**src/rtl/led_pulse_stretcher.sv**
```systemverilog
`default_nettype none
// ============================================================================
//  Module   : led_pulse_stretcher
//  Purpose  : Stretches 1-cycle event strobes into visible LED blinks with a
//             minimum on time and off gap, queueing events that arrive mid-blink.
//  Revision : 1.0  initial release
// ============================================================================
module led_pulse_stretcher #(
    parameter int unsigned ON_CYCLES  = 12_000_000,
    parameter int unsigned OFF_CYCLES = 6_000_000,
    parameter int unsigned PEND_W     = 3
) (
    input  logic              clk,
    input  logic              reset,
    input  logic              event_in,
    input  logic              clear_overflow,
    output logic              led_out,
    output logic              busy,
    output logic [PEND_W-1:0] pending,
    output logic              overflow
);

    localparam int unsigned c_MAX_CYCLES = (ON_CYCLES > OFF_CYCLES) ? ON_CYCLES : OFF_CYCLES;
    localparam int unsigned c_TIMER_W    = $clog2(c_MAX_CYCLES + 1);

    localparam logic [c_TIMER_W-1:0] c_ON_LOAD   = c_TIMER_W'(ON_CYCLES - 1);
    localparam logic [c_TIMER_W-1:0] c_OFF_LOAD  = c_TIMER_W'(OFF_CYCLES - 1);
    localparam logic [c_TIMER_W-1:0] c_TIMER_ONE = c_TIMER_W'(1);
    localparam logic [c_TIMER_W-1:0] c_TIMER_0   = '0;
    localparam logic [PEND_W-1:0]    c_PEND_MAX  = '1;
    localparam logic [PEND_W-1:0]    c_PEND_ONE  = PEND_W'(1);

    localparam logic [1:0] c_IDLE = 2'd0;
    localparam logic [1:0] c_ON   = 2'd1;
    localparam logic [1:0] c_OFF  = 2'd2;

    logic [1:0]           r_state;
    logic [c_TIMER_W-1:0] r_timer;
    logic [PEND_W-1:0]    r_pending;
    logic                 r_overflow;
    logic                 r_led;
    logic                 r_busy;

    logic [1:0]           w_state_nxt;
    logic [c_TIMER_W-1:0] w_timer_nxt;
    logic [PEND_W-1:0]    w_pending_nxt;
    logic                 w_overflow_nxt;
    logic                 w_drop;
    logic                 w_led_nxt;
    logic                 w_busy_nxt;

    // State register; LED and busy are registered alongside state so every
    // output is a flop with no input-to-output combinational path.
    always_ff @(posedge clk) begin
        if (reset) begin
            r_state    <= c_IDLE;
            r_timer    <= c_TIMER_0;
            r_pending  <= '0;
            r_overflow <= 1'b0;
            r_led      <= 1'b0;
            r_busy     <= 1'b0;
        end else begin
            r_state    <= w_state_nxt;
            r_timer    <= w_timer_nxt;
            r_pending  <= w_pending_nxt;
            r_overflow <= w_overflow_nxt;
            r_led      <= w_led_nxt;
            r_busy     <= w_busy_nxt;
        end
    end

    // Next-state, timer and pending-queue logic.
    always_comb begin
        w_state_nxt   = r_state;
        w_timer_nxt   = r_timer;
        w_pending_nxt = r_pending;
        w_drop        = 1'b0;

        case (r_state)
            c_IDLE: begin
                if (event_in) begin
                    w_state_nxt = c_ON;
                    w_timer_nxt = c_ON_LOAD;
                end
            end

            c_ON: begin
                if (r_timer != c_TIMER_0) begin
                    w_timer_nxt = r_timer - c_TIMER_ONE;
                end else begin
                    w_state_nxt = c_OFF;
                    w_timer_nxt = c_OFF_LOAD;
                end
                if (event_in) begin
                    if (r_pending != c_PEND_MAX) begin
                        w_pending_nxt = r_pending + c_PEND_ONE;
                    end else begin
                        w_drop = 1'b1;
                    end
                end
            end

            c_OFF: begin
                if (r_timer != c_TIMER_0) begin
                    w_timer_nxt = r_timer - c_TIMER_ONE;
                    if (event_in) begin
                        if (r_pending != c_PEND_MAX) begin
                            w_pending_nxt = r_pending + c_PEND_ONE;
                        end else begin
                            w_drop = 1'b1;
                        end
                    end
                end else if ((r_pending != '0) || event_in) begin
                    // A strobe on the last gap cycle is consumed directly by the
                    // next blink; otherwise one queued event is used up.
                    w_state_nxt = c_ON;
                    w_timer_nxt = c_ON_LOAD;
                    if (!event_in) begin
                        w_pending_nxt = r_pending - c_PEND_ONE;
                    end
                end else begin
                    w_state_nxt = c_IDLE;
                end
            end

            default: begin
                w_state_nxt = c_IDLE;
                w_timer_nxt = c_TIMER_0;
            end
        endcase

        // A drop in the same cycle as a clear keeps the flag set.
        if (w_drop) begin
            w_overflow_nxt = 1'b1;
        end else if (clear_overflow) begin
            w_overflow_nxt = 1'b0;
        end else begin
            w_overflow_nxt = r_overflow;
        end
    end

    // Output decode from the upcoming state.
    always_comb begin
        w_led_nxt  = 1'b0;
        w_busy_nxt = 1'b0;
        case (w_state_nxt)
            c_ON: begin
                w_led_nxt  = 1'b1;
                w_busy_nxt = 1'b1;
            end
            c_OFF: begin
                w_busy_nxt = 1'b1;
            end
            default: begin
                w_led_nxt  = 1'b0;
                w_busy_nxt = 1'b0;
            end
        endcase
    end

    assign led_out  = r_led;
    assign busy     = r_busy;
    assign pending  = r_pending;
    assign overflow = r_overflow;

endmodule
`default_nettype wire

```
**config.mk**
```make
export PLATFORM = sky130hd
export DESIGN_NAME = led_pulse_stretcher
export DESIGN_NICKNAME = d
export VERILOG_FILES = /design/src/rtl/led_pulse_stretcher.sv
export SDC_FILE = /design/constraint.sdc
export NUM_CORES = 1
export LEC_CHECK = 0
export ABC_CLOCK_PERIOD_IN_PS = 3000
export CORE_UTILIZATION = 60
export DETAILED_ROUTE_END_ITERATION = 16
export PLACE_DENSITY_LB_ADDON = 0.3
export RECOVER_POWER = 25
export SYNTH_ARGS = -nofsm -noshare
export SYNTH_HDL_FRONTEND = slang
export SYNTH_SLANG_ARGS = --single-unit
```
**constraint.sdc**
```tcl
create_clock -name clk -period 3 [get_ports clk]
set_input_delay 0.6 -clock clk [delete_from_list [all_inputs] [get_ports clk]]
set_output_delay 0.6 -clock clk [all_outputs]
set_load 0.03 [all_outputs]
```
# After elaboration in Yosys (flattened, before gate mapping)
# Index checks and enable logic that the tools add are counted.
[word_totals] inputBits=4 mem_bits_ro=0 ram_bits=0 n_memories=0 output_inout_bits=6 ff_bits=32 latchBits=0
[classes] eq_ne=8 n_addsub=3 shifts=0 n_mul=0 n_reduce_logical=9 n_mux=24 order_cmp=0 n_div=0 bitwise_logic=0
[op_table] op="$mux 24" count=4
[op_table] op="$pmux 24 s3" count=1
[op_table] op="$reduce_bool 24->1" count=1
[op_table] op="$sub 24x1->24 const B" count=1
[op_table] op="$mux 3" count=5
[op_table] op="$ne 3x3->1 const B" count=3
[op_table] op="$mux 1" count=8
[op_table] op="$mux 2" count=3
[op_table] op="$pmux 2 s3" count=1
[op_table] op="$pmux 3 s2" count=1
[op_table] op="$eq 2x1->1 const B" count=2
[op_table] op="$eq 2x2->1 const B" count=2
[op_table] op="$reduce_bool 2->1" count=2
[op_table] op="$add 3x1->3 const B" count=1
[op_table] op="$reduce_and 3->1" count=1
[op_table] op="$reduce_bool 3->1" count=1
[op_table] op="$sub 3x1->3 const B" count=1
[op_table] op="$logic_not 2->1" count=1
[op_table] op="$ne 2x2->1 const B" count=1
[op_table] op="$pmux 1 s2" count=1
[op_table] op="$reduce_and 2->1" count=1
[op_table] op="$reduce_or 2->1" count=1
[op_table] op="$logic_or 1x1->1" count=1

# Depth between registers and ports, before layout
# Gate-level depths: netlist of run 1.
[logic_depth] word_depth=8 depth_mapped=11

# Least setup slack after synthesis of run 1
# No wires, ideal clock.
[synth_timing] path_type="register -> register" startpoint="reg r_pending[0], in the netlist pending[0]" endpoint="reg r_timer[20]" path_buffers=1 synth_period_minus_slack_ps=2274 slack_ps=726 path_stages_with_launch=9 arrival_ps=2154 path_cell_list="dfxtp_1 > inv_1 > ha_1 > nor3b_1 > and2_1 > a31oi_1 > nor2_2 > buf_4 > a211o_1"
[synth_via] elab_chain_cells=4
[synth_rtl] item="start: declaration" line_no="39" text="logic [PEND_W-1:0] r_pending;"
[synth_rtl] item="start signal: assignment" line_no="65" text="r_pending <= w_pending_nxt;"
[synth_rtl] item="$reduce_bool 3->1" line_no="113" text="end else if ((r_pending != '0) || event_in) begin"
[synth_rtl] item="$logic_or 1x1->1" line_no="113"
[synth_rtl] item="$ne 3x3->1 (no line)"
[synth_rtl] item="$reduce_and 2->1 (no line)"
[synth_rtl] item="end signal: assignment" line_no="57" text="r_timer <= c_TIMER_0;"
[synth_rtl] item="end signal: assignment" line_no="64" text="r_timer <= w_timer_nxt;"
[synth_rtl] item="end: declaration" line_no="38" text="logic [c_TIMER_W-1:0] r_timer;"
# No other way between the ends.
# A chain may end at the register's enable or synchronous reset.

# Worst setup path in the final report of run 1
[layout_timing] startpoint="reg r_timer[18]" endpoint="reg r_busy, in the netlist busy"
[layout_via] elab_chain_cells=6 word_cells_on_any_way=8 cone_classes="eq/ne: 2; mux: 4; reduce/logical: 2"
[layout_rtl] item="$reduce_bool 24->1 (*)" line_no="88, 104"
[layout_rtl] item="$mux 2 (on tied branches)" line_no="104, 88"
[layout_rtl] item="$pmux 2 s3 (*)" line_no="79" text="case (r_state)"
[layout_rtl] item="net w_state_nxt[0]" line_no="44" text="logic [1:0] w_state_nxt;"
[layout_rtl] item="$eq 2x2->1 / $eq 2x1->1 (equally long branches)" line_no="146" text="case (w_state_nxt)"
[layout_rtl] item="$reduce_or 2->1 (no line) (*)"
[layout_rtl] item="$mux 1 (*)" line_no="146"
[layout_rtl] item="end signal: assignment" line_no="68" text="r_busy <= w_busy_nxt;"
[layout_rtl] item="end: declaration" line_no="42" text="logic r_busy;"
# Mark *: on every way through the listed nets, which the timed path passes. The rest lies on a longest branch.

==> out/results.md, run 1 <==
## Detailed routing
• 5.16 mm — total length of routed wires
• 196 — initial DRC count
• 0 — DRT antenna net count
• 0 — # DRC
• 6.31 — vias per std cell
• 2052 — total via count after detailed routing
• 5 — Detailed Routing Iterations Pass 1
• 15.9 um — wire per inst

## Synthesis
• 0.948% — multiplexer share of the synthesized area
• 5.93% — adder-cell area share of the yosys netlist
• 30.3% — post-synthesis sequential area ratio
• 28.2% — simple-gate portion of the synthesized area
• compound AO/OA/AOI/OAI gates — dominant combinational cell family by area after synthesis
• 7.91 um2 — synthesized area per cell
• 0 — number of synthesis warnings
• 28.4% — Compound-Gate Fraction of Synth Area
• 281 — Post-Syn Nets
• 0% — Synth async-reset ratio
• 267 — Gate Count Post-Synth
• 0 — EDFF count, synth
• 55 — Unique masters post-synth
• dfxtp_1 — predominant post-synthesis flop cell
• 2110 um2 — post-synthesis cell area
• 32 — register bit count reported by yosys
• 1.24% — fraction of synthesized cell area in xor and xnor cells

## STA
• 2550 ps — final critical-path required period
• no — unrepaired setup endpoints after global routing
• 85.0% — post-route clock period utilization
• 0 — Max Slew Vio Count
• 0 — count of final hold-check violations
• 0 — setup violators final
• 392 MHz — maximum achievable frequency
• 57.3% — worst-case headroom to the max-slew limit
• 9.85 ps — final clock skew
• 0 ps — Setup TNS
• 450 ps — final critical-path setup slack
• 636 ps — Tightest Pin Transition
• 485 ps — final worst hold slack

## Hold path
• 1 — Hold Path Cell Cnt
• reg -> reg — min-delay worst type

## Place
• 318 — placed cell count
• 9 — I/O Buffers
• 3.67 mm — total half-perimeter wirelength after legalization and detailed placement
• 314 ps — worst slack at placement
• 0.939 — final weighted congestion in routability-driven placement

## Die
• 61.3 um — Die Ht
• 61.3 um — DIE WIDTH
• 3760 um2 — DIE AREA
• 3360 um2 — core outline area
• 21 — # rows
• 62.8% — starting density of the core
• 10 — Top-Level Pins

## Clock tree
• 0 — number of hold buffers added after CTS
• clkbuf_4 — clock tree root buffer cell
• 2 — maximum number of buffers from clock root to sink
• 0 — post-cts sizing count
• 350 ps — Skew-Pair Late Insertion Delay
• done — CTS tree
• 32 — clock sink total
• 0 — number of buffers added for setup after CTS
• 100 ps — clock-pin slew reported for the worst setup and hold paths after clock tree synthesis
• 2 — number of levels in the clock H-tree
• 5 — CTS Buf Count

## Critical path
• 8 — number of cells on the worst reg-to-reg path
• flop — type of element capturing the critical path
• 2840 ps — crit path DAT
• 7 — maximum fanout encountered on the critical timing path
• 3290 ps — required time worst endpoint
• reg -> reg — category of the critical setup timing path
• flop — startpoint types

## Final layout
• 0 — ANT cells
• 8.60% — fraction of final layout cells sized beyond drive strength 1
• 293 — number of nets in the layout
• 302 — fill count
• dfxtp_1 — most common cell after layout, fill and taps aside
• 8.36% — post-synthesis to final-layout area growth
• 325 — final non-filler cell total
• dfxtp_1 (32), nor2_1 (26), nand2_1 (21) — commonest non-fill, non-tap cells in the layout

## GRT
• met2 — Most Used Layer, Global Route
• 38.6% — met1 track utilization from global routing
• 14 — maximum number of pins on one net before global-route repair
• 0 — initial antenna violation count
• 7.98% — met3 Usage GRT
• 48.8% — met2 Usage GRT
• 30.5% — global-route total usage across every layer
• 8.28 mm — first-pass GRT wire length
• 0 — GRT Residual Overflow
• 1783 — number of global-route vias before repair

## Power
• 0.249 mV — maximum vdd drop
• 1060 uW — Power Total
• 465 nW/um2 — pwr dens
• 0.000942 uW — reported leakage power

## Job
• 0 — count of max-cap constraint violations

## Outcome
• complete, no violations — outcome

[kinds of logic (layout without fill, tap and decap cells)]
kind of cell	Yosys count	after routing
buffers and inverters	21	33
AO/OA/AOI/OAI	89	89
flip-flops	32	32
XOR/XNOR	3	3
multiplexers	2	2
adder cells (fa/ha/maj)	10	10
AND/OR/NAND/NOR	110	110
[cell usage after synthesis (3+ instances only)]
cell / number / area share (%)
dfxtp_1: 32 / 30
nor2_1: 26 / 4.6
nand2_1: 21 / 3.7
o21ai_0: 19 / 4.5
a21oi_1: 14 / 3.3
inv_1: 11 / 2.0
nor3_1: 11 / 2.6
a31oi_1: 10 / 3.0
ha_1: 10 / 5.9
a21o_1: 9 / 3.2
nand3_1: 7 / 1.7
nand4_1: 6 / 1.8
o31ai_1: 6 / 2.1
nor2b_1: 5 / 1.5
clkbuf_1: 4 / 0.71
nand2b_1: 4 / 1.2
nor4_1: 4 / 1.2
or2_2: 4 / 1.2
or3_1: 4 / 1.2
a22o_1: 3 / 1.2
a311oi_1: 3 / 1.2
and3_1: 3 / 0.89
nor4_2: 3 / 1.8
o21a_1: 3 / 1.1
[critical path: stages (launching register included)]
cell	delay [ps]
dfxtp_1	360
nor4_1	500
nand2_1	180
or3_1	510
a31oi_1	220
a2bb2oi_1	250
nor2_1	70
ha_1	300
nor2_1	90
[final cells by class]
class	count	area, um2	area share [%]
clock buffers	6	41.3	1.81
clock inverters	1	5.00	0.219
inverters	11	41.3	1.81
multi-input cells	214	1370	59.7
flip-flops and latches	32	641	28.0
well taps	46	57.6	2.52
repair buffers	15	135	5.91
[registers in the layout (all words and copies together), names as in the netlist]
name / flops
pending: 3
r_timer: 24
led_out: 1
overflow: 1
busy: 1
r_state: 2
[worst paths after layout]
kind          startpoint          end  slack (ps)
max reg2reg  r_timer[18]         busy         450
max          r_timer[18]         busy         450
min reg2reg  r_timer[11]  r_timer[11]         480
min          r_timer[11]  r_timer[11]         480
[per-layer routing]
metal / share of wire (%) / wire length [um]
met1: 44 / 2290
met2: 46 / 2350
met3: 6.9 / 357
met4: 3.1 / 158
met5: 0 / 0
[where the power goes]
| group | internal [uW] | leakage, uW | total (uW) | switching (uW) |
|---|---|---|---|---|
| Combinational | 126 | 0.000650 | 315 | 188 |
| Clock | 86.1 | 0.0000281 | 234 | 148 |
| Sequential | 465 | 0.000264 | 515 | 49.7 |
[through the flow]
| stage | util (%) | instance area, um2 |
|---|---|---|
| floorplan | - | 2110 |
| global placement | 66.6 | 2240 |
| detailed placement | 66.6 | 2240 |
| CTS | 68.0 | 2290 |
| global route | 68.0 | 2290 |
| finish | 68.0 | 2290 |
Power figures use the tool's default switching activity.
==> run 2, diff against run 1 <==
--- a/config.mk
+++ b/config.mk
@@ -5,7 +5,7 @@
 export SDC_FILE = /design/constraint.sdc
 export NUM_CORES = 1
 export LEC_CHECK = 0
-export ABC_CLOCK_PERIOD_IN_PS = 3000
+export ABC_CLOCK_PERIOD_IN_PS = 2350
 export CORE_UTILIZATION = 60
 export DETAILED_ROUTE_END_ITERATION = 16
 export PLACE_DENSITY_LB_ADDON = 0.3
==> constraint.sdc (replaced) <==
create_clock -name clk -period 2.35 [get_ports clk]
set_input_delay 0.47 -clock clk [delete_from_list [all_inputs] [get_ports clk]]
set_output_delay 0.47 -clock clk [all_outputs]
set_load 0.03 [all_outputs]
==> run 2 against run 1 <==
  * First-iteration DRC count grew 17%
  * Utilization increased by 7.2 points
  * Total power is 41% higher
  * Via count up 9.6%
  * Clock power rose by 53%
  * Die area did not move
  * Critical path type unchanged
  * Largest cell class unchanged
==> out/results.md, run 2 (synthesis results as in run 1) <==
## Critical path
• r_timer[9] — terminus of the critical flop-to-flop path
• 530 ps — largest stage delay on the critical path, +20 ps
• r_timer[1] — origin of the worst setup path
• r_timer[9] — end point of the critical path
• 9 — logic depth of the worst path, buffers included, +1
• flop — startpoint types
• r_timer[1] — reg2reg start
• 8 — maximum fanout encountered on the critical timing path, +1
• simple AND/OR/NAND/NOR gates — category of cells accounting for the largest share of critical-path delay
• reg -> reg — category of the critical setup timing path
• 2580 ps — required time worst endpoint, -710 ps
• 2 — Bufs and invs on worst path, +2
• inv_1 -> ha_1 -> nor2b_1 -> nand4_1 -> nor2_2 -> buf_4 -> nor2_1 -> o21ai_0 -> a22o_1 — cells along the critical path
• 9 — number of cells on the worst reg-to-reg path, +1
• 2530 ps — crit path DAT, -310 ps
• flop — type of element capturing the critical path
• nor2_1 — highest-delay cell along the critical path
• 50 ps — worst-case register-to-register setup slack, -400 ps

## Final layout
• 24 — number of flip-flops under the largest register name, unchanged
• 19.8% — post-synthesis to final-layout area growth
• 0 — ANT cells, unchanged
• 319 — number of nets in the layout, +8.9%
• 18.4% — fraction of final layout cells sized beyond drive strength 1, +9.8 points
• dfxtp_1 (32), buf_4 (32), nor2_1 (26) — commonest non-fill, non-tap cells in the layout
• r_timer — register bank with the most flops

## GRT
• 8.73 mm — first-pass GRT wire length, +5.4%
• 32.1% — global-route total usage across every layer, +1.6 points
• 1968 — number of global-route vias before repair, +10%
• 0 — initial antenna violation count, unchanged
• 0 — GRT Residual Overflow, unchanged
• 15 — maximum number of pins on one net before global-route repair, +1

## STA
• 686 ps — Tightest Pin Transition, +50.6 ps
• 486 ps — final worst hold slack, +1.11 ps
• 97.9% — post-route clock period utilization, +13 points
• 435 MHz — maximum achievable frequency, +11%
• 0 — count of final hold-check violations, unchanged
• 54.1% — worst-case headroom to the max-slew limit, -3.2 points
• 5.55 ps — final clock skew, -4.30 ps
• 0 ps — Setup TNS, unchanged
• 0 — setup violators final, unchanged
• yes — unrepaired setup endpoints after global routing
• 48.9 ps — final critical-path setup slack, -401 ps
• 0 — Max Slew Vio Count, unchanged
• 2300 ps — final critical-path required period, -249 ps

## Power
• 593 nW/um2 — pwr dens, +28%
• 0.404 mV — maximum vdd drop, +62%
• 0.00107 uW — reported leakage power, +14%

## Die
• 10 — Top-Level Pins, unchanged
• 21 — # rows, unchanged
• 61.3 um — Die Ht, unchanged
• 61.3 um — DIE WIDTH, unchanged
• 3760 um2 — DIE AREA, unchanged
• 62.8% — starting density of the core, unchanged
• 3360 um2 — core outline area, unchanged

## Detailed routing
• 229 — initial DRC count, +17%
• 16.5 um — wire per inst, +3.9%
• 0 — DRT antenna net count, unchanged
• 6.41 — vias per std cell, +1.5%
• 5 — Detailed Routing Iterations Pass 1, unchanged
• 2250 — total via count after detailed routing, +9.6%
• 0 — # DRC, unchanged
• 5.79 mm — total length of routed wires, +12%

## Place
• -35.6 ps — worst slack at placement, -350 ps
• 1.00 — final weighted congestion in routability-driven placement, +6.5%
• 4.23 mm — total half-perimeter wirelength after legalization and detailed placement, +15%
• 9 — I/O Buffers, unchanged

## Clock tree
• 32 — clock sink total, unchanged
• 340 ps — Skew-Pair Late Insertion Delay, about the same
• clkbuf_4 — clock tree root buffer cell
• 0 — number of buffers added for setup after CTS, unchanged
• done — CTS tree
• 5 — CTS Buf Count, unchanged
• 100 ps — clock-pin slew reported for the worst setup and hold paths after clock tree synthesis, about the same
• 2 — number of levels in the clock H-tree, unchanged
• 2 — maximum number of buffers from clock root to sink, unchanged
• 0 — number of hold buffers added after CTS, unchanged

## Outcome
• complete, no violations — outcome

## Hold path
• r_timer[11] — HP Start
• reg -> reg — min-delay worst type

## Job
• 0 — count of max-cap constraint violations, unchanged

run 2: cell count changes in the layout (fill, tap and decap cells not counted), moves of 2 or more:
cell             delta
buf_4              +26
clkbuf_8            +2
clkdlybuf4s50_1     +4
dlygate4sd3_1       -4
run 2: through the flow:
step | instances | utilization, % | instance area, um2 | power, uW
after floorplan | 267 | - | 2110 | 955
after global placement | 344 | 72.4 | 2440 | 1120
after detailed placement | 344 | 72.4 | 2440 | 1130
after CTS | 351 | 74.6 | 2510 | 1490
after global routing | 351 | 75.2 | 2530 | 1580
final | 351 | 75.2 | 2530 | 1500
run 2: repair_timing:
item / CTS / global route
gates cloned: 0 / 0
endpoints found under the setup margin: 1 / 7
pin swaps: 0 / 0
resized for setup: 1 / 5
run 2: report_power, final:
group | internal, uW | switching (uW) | total (uW) | leakage, uW
clock | 170 | 187 | 357 | 0.0000374
combinational | 220 | 276 | 496 | 0.000772
sequential | 594 | 53.5 | 648 | 0.000264
total | 984 | 517 | 1500 | 0.00107
run 2: how the worst min path moves through the flow:
stage	to	slack, ps	cells past startpoint
after floorplan	r_timer[11]	450	1
after global placement	r_timer[11]	460	1
after detailed placement	r_timer[11]	460	1
after CTS	r_timer[11]	490	1
after global routing	r_timer[11]	500	1
final	r_timer[11]	490	1
run 2: area by class of cell:
cell class                 count  area (um2)
timing repair buffer          41         330
multi-input combinational    214        1390
inverter                      11        41.3
sequential                    32         641
fill                         298         835
tap                           46        57.6
clock buffer                   7        65.1
run 2: worst register-to-register path, delay by kind of cell (launching register included):
family,cells,cell delay (ps)
AO/OA/AOI/OAI,2,490
adder cells (fa/ha/maj),1,180
buffers and inverters,2,260
flip-flops,1,380
AND/OR/NAND/NOR,4,890
run 2: per-layer routing:
metal	global-route usage [%]	vias up	routed length (um)
met5	0	-	0
met4	15.3	0	159
met3	7.35	21	441
met2	53.0	116	2750
met1	39.6	1039	2440
li1	-	1074	-
==> run 3, diff against run 2 <==
--- a/config.mk
+++ b/config.mk
@@ -7,6 +7,8 @@
 export LEC_CHECK = 0
 export ABC_CLOCK_PERIOD_IN_PS = 2350
 export CORE_UTILIZATION = 60
+export CTS_BUF_LIST = sky130_fd_sc_hd__clkbuf_4 sky130_fd_sc_hd__clkbuf_8 sky130_fd_sc_hd__clkbuf_16
+export CTS_CLUSTER_DIAMETER = 150
 export DETAILED_ROUTE_END_ITERATION = 16
 export PLACE_DENSITY_LB_ADDON = 0.3
 export RECOVER_POWER = 25
==> results of run 3 <==
The final DEF is identical to that of run 2; final timing and power are the same.
==> edit 1, RTL diff (settings of run 1) <==
The parameter `OFF_CYCLES` goes from 6_000_000 to 12_000_000.
--- a/src/rtl/led_pulse_stretcher.sv
+++ b/src/rtl/led_pulse_stretcher.sv
@@ -7,7 +7,7 @@
 // ============================================================================
 module led_pulse_stretcher #(
     parameter int unsigned ON_CYCLES  = 12_000_000,
-    parameter int unsigned OFF_CYCLES = 6_000_000,
+    parameter int unsigned OFF_CYCLES = 12_000_000,
     parameter int unsigned PEND_W     = 3
 ) (
     input  logic              clk,
Behaviour: no difference found for any inputs over 10 cycles, from zero or initial values and one cycle with reset high; that may be too few to reach the edited logic, so the function may still have changed.
==> edit 1 against run 1 <==
Critical path type unchanged; largest power group unchanged; setup slack got worse by 0.098 ns; wire length is 5.5% higher; via count up 4.8%; final area increased by 3.9%; largest cell class unchanged; sequential cell count unchanged; power is 4.8% higher; sequential power about the same; highest routed layer unchanged; area after synthesis rose by 2.4%.
==> edit 1: results (changes against run 1) <==
STA
  • Max transition margin: 65.42% (+8.2 points)
  • Clock skew: 0.004679 ns (-0.005173 ns)

Place
  • Dpl ws: 0.06404 ns (-0.2500 ns)
  • RePlAce Congestion: 1.029 (+9.5%)
  • Placed cell areas: 0.002335 sq mm (+4.2%)
  • Post-placement cell count: 320 (+0.63%)
  • Detailed placer's ending HPWL: 3.915 mm (+6.7%)

Hold path
  • Worst Hold Depth: 2 (+1)
  • Hold Crit Start: overflow

Detailed routing
  • Drt pass-1 iters: 5 (unchanged)
  • Wire per inst: 16.63 um (+4.9%)
  • Initial DRC count: 213 (+8.7%)
  • WL final: 5.439 mm (+5.5%)
  • Met2 wire length: 2.634 mm (+12%)
  • Routed wl met3: 321 um (-10%)
  • Met1 wire length: 2.442 mm (+6.8%)
  • Vias: 2151 (+4.8%)

Cells and area
  • Filler cells: 280 (-7.3%)
  • Final net count: 294 (+0.34%)
  • # diodes: 0 (unchanged)
  • Share of cells above drive strength 1: 14.23% (+5.6 points)

Setup path
  • Crit Path Max Fanout: 8 (+1)
  • CP peak stage delay: 0.41 ns (-0.10 ns)
  • RR Startpoint: r_timer[0]
  • Worst Reg-to-Reg Cells: 9 (+1)
  • CP max-delay cell: and4_1
  • Arr. time, crit path: 2.89 ns (+0.05 ns)

CTS
  • Post-CTS setup buffers: 0 (unchanged)
  • H-Tree Depth: 2 (unchanged)
  • CTS buffer count: 5 (unchanged)
  • Root Driver: clkbuf_4

Global routing
  • First-pass GRT wire length: 8.452 mm (+2.1%)
  • Number of global-route vias before repair: 1792 (+0.50%)
  • Largest net degree at the start of global routing: 22 (+8)
  • Overall routing resource usage: 30.40% (-0.15 points)

Run status
  • Status: finished, final reports clean

Power and ir drop
  • Leak: 0.8879 nW (-5.7%)
  • Max VDD drop: 0.0002469 V (-0.91%)

Yosys
  • Post-synthesis compound-gate area fraction: 28.14% (-0.25 points)
  • Synth Area in Adders: 5.211% (-0.72 points)
  • Net Count, Synth: 275 (-2.1%)
  • Synth area leaders: dfxtp_1, a21oi_1, ha_1
  • Synthesized instance count: 262 (-1.9%)
  • Mux cell area share after synthesis: 0% (-0.95 points)
  • Distinct cells, synth: 71 (+29%)
  • Register area share after synthesis: 29.65% (-0.70 points)
  • Post-synth top cells: dfxtp_1, a21oi_1, nor2_1, nand2_1, nor3_1
  • Post-Synth XOR/XNOR Area: 1.621% (+0.38 points)
[edit 1: changes by cell type in the layout (fill, tap and decap cells not counted), moves of 6 or more]
cell,delta
a21oi_1,+10
a31oi_1,-7
o21ai_0,-8
a21o_1,-6
a211oi_1,+6
buf_4,+8
[edit 1: logic make-up after synthesis]
logic type	after synthesis
adders and majority gates	9
DFF	32
xor gates and xnor gates	4
and+or+nand+nor	110
AOI/OAI and AO/OA	84
buffers and inverters	23
[edit 1: critical path: cells and delay by family (launching register included)]
family | cells | cell delay (ns)
buffers and inverters | 3 | 0.63
and+or+nand+nor | 2 | 0.60
adders and majority gates | 1 | 0.20
DFF | 1 | 0.36
AOI/OAI and AO/OA | 3 | 0.76
[edit 1: power breakdown]
group          leakage (nW)  internal, mW  switching, mW
registers             0.264         0.462         0.0503
logic                 0.596         0.145          0.220
clock network        0.0281        0.0863          0.151
total                 0.888         0.693          0.421
[edit 1: final timing paths]
kind / endpoint / slack [ns]
worst min register to register: overflow / 0.48
worst max register to register: r_timer[11] / 0.35
worst max-delay path: r_timer[11] / 0.35
worst min-delay path: overflow / 0.48
[edit 1: area by class of cell]
| type | instances | area [sq um] | share of cell area [%] |
|---|---|---|---|
| multi-input combinational | 207 | 1393 | 58.58 |
| tap | 46 | 57.56 | 2.421 |
| timing repair buffer | 24 | 198.9 | 8.368 |
| clock inverter | 1 | 5.005 | 0.2105 |
| clock buffer | 6 | 41.29 | 1.737 |
| inverter | 11 | 41.29 | 1.737 |
| sequential | 32 | 640.6 | 26.95 |
[edit 1: layer usage]
metal,global-route usage [%],vias up
met5,0,-
met2,49.54,81
met4,7.937,0
met3,6.004,6
li1,-,1035
met1,40.98,1029
==> edit 2, RTL diff (config.mk and constraints of run 1) <==
Made on the original files. Register the output `overflow` once more, without a reset; this adds one clock of latency there. The other outputs are not delayed to match.
--- a/src/rtl/led_pulse_stretcher.sv
+++ b/src/rtl/led_pulse_stretcher.sv
@@ -161,7 +161,9 @@
     assign led_out  = r_led;
     assign busy     = r_busy;
     assign pending  = r_pending;
-    assign overflow = r_overflow;
+    always_ff @(posedge clk) begin
+        overflow <= r_overflow;
+    end
 
 endmodule
 `default_nettype wire
Function: changed (a bounded check fails within 10 cycles, from zero or initial values and one cycle with reset high).
==> edit 2 against run 1 <==
Wire length increased by 1.1%; clock skew shrank 0.0033 ns; power up 8.2%; critical path depth unchanged; area after synthesis increased by 0.95%; sequential share of layout area hardly changed; setup slack gained 0.013 ns; cell count increased by 1.8%; combinational power up 5%; sequential cell count grew 1; final area is 3.1% higher.
==> edit 2: results (changes against run 1) <==
STA
  • Max transition margin: 61.34% (+4.1 points)
  • Clock skew: 0.006589 ns (-0.003263 ns)

Cells and area
  • Share of cells above drive strength 1: 10.18% (+1.6 points)
  • # diodes: 0 (unchanged)
  • Final net count: 298 (+1.7%)
  • Max reg flops: 24 (unchanged)

Run status
  • Status: finished, final reports clean

CTS
  • Root Driver: clkbuf_4
  • Max clock buf depth: 2 (unchanged)
  • Post-CTS setup buffers: 0 (unchanged)
  • Clock Latency Late Sink: 0.35 ns (about the same)

Yosys
  • Net Count, Synth: 282 (+0.36%)
  • Register area share after synthesis: 31.00% (+0.65 points)
  • Post-synth ARST share: 0% (unchanged)
  • Post-synth top cells: dfxtp_1, nor2_1, nand2_1, o21ai_0, a21oi_1
  • Synth area leaders: dfxtp_1, ha_1, nor2_1
  • Yosys warns: 0 (unchanged)
  • Distinct cells, synth: 55 (unchanged)

Global routing
  • Number of global-route vias before repair: 1741 (-2.4%)
  • Overall routing resource usage: 29.88% (-0.67 points)
  • Initial antenna violation count: 0 (unchanged)
  • First-pass GRT wire length: 8.183 mm (-1.2%)

Power and ir drop
  • Max VDD drop: 0.0003437 V (+38%)
  • Leak: 0.9838 nW (+4.5%)

Detailed routing
  • Vias: 2096 (+2.1%)
  • Drt pass-1 iters: 5 (unchanged)
  • Initial DRC count: 195 (-0.51%)
  • Wire per inst: 15.74 um (-0.75%)

Place
  • RePlAce Congestion: 0.9403 (+0.12%)
  • Detailed placer's ending HPWL: 3.945 mm (+7.5%)

Setup path
  • Crit Path Max Fanout: 9 (+2)
  • Arr. time, crit path: 2.83 ns (about the same)
  • CP peak stage delay: 0.55 ns (+0.04 ns)
  • CP max-delay cell: or3_1

Hold path
  • Hold Path Class: register to register
[edit 2: cell types whose count changed in the layout (fill, tap and decap cells not counted), sizes merged]
cell           change
dlygate4sd3        +1
dfxtp              +1
clkbuf             +1
buf                +4
clkdlybuf4s50      -1
[edit 2: area by class of cell]
class	instances	area (sq um)
repair buffers	19	165.2
clock buffers	7	65.06
well taps	46	57.56
clock inverters	1	5.005
fillers	306	1005
inverters	11	41.29
flip-flops and latches	33	660.6
multi-input cells	214	1364
[edit 2: kinds of logic after synthesis]
| family | synth area share (%) |
|---|---|
| simple gates | 27.95 |
| compound gates | 28.13 |
| flops | 31.00 |
| buf+inv | 4.873 |
| fa+ha+maj | 5.872 |
| xor+xnor | 1.233 |
| mux | 0.9396 |
[edit 2: path summary, 6_finish.rpt]
| path | from | to | slack, ns | cells after the start |
|---|---|---|---|---|
| max | r_timer[18] | busy | 0.46 | 8 |
| min | r_overflow | overflow | 0.36 | 0 |
| max reg2reg | r_timer[18] | busy | 0.46 | 8 |
| min reg2reg | r_overflow | overflow | 0.36 | 0 |
[edit 2: where the power goes]
part	internal [mW]	leakage, nW	switching [mW]
Sequential	0.479	0.272	0.0516
Clock	0.136	0.0413	0.154
Combinational	0.137	0.671	0.195
Total	0.751	0.984	0.400
[edit 2: critical path, delay by kind of cell (launching register included)]
family	cells	cell delay [ns]
compound gates	2	0.48
fa+ha+maj	1	0.30
flops	1	0.36
simple gates	5	1.33
[edit 2: per-layer routing]
| layer | up-vias | routed length (um) | global-route usage [%] |
|---|---|---|---|
| met2 | 89 | 2354 | 45.31 |
| met3 | 8 | 349 | 7.563 |
| met5 | - | 0 | 0 |
| met1 | 971 | 2421 | 40.69 |
| met4 | 0 | 85 | 11.43 |
| li1 | 1028 | - | - |
[edit 2: through the flow]
stage	cell area [sq um]	hold WS, ns	cells	utilization (%)	setup WS, ns
final	2359	0.3572	331	70.13	0.4630
after global routing	2359	0.3756	331	70.13	0.3217
after CTS	2361	0.3577	331	70.20	0.5000
after detailed placement	2291	0.3388	323	68.12	0.3434
after global placement	2291	0.3367	323	68.12	0.4379
after floorplan	2131	0.3308	268	-	0.7261
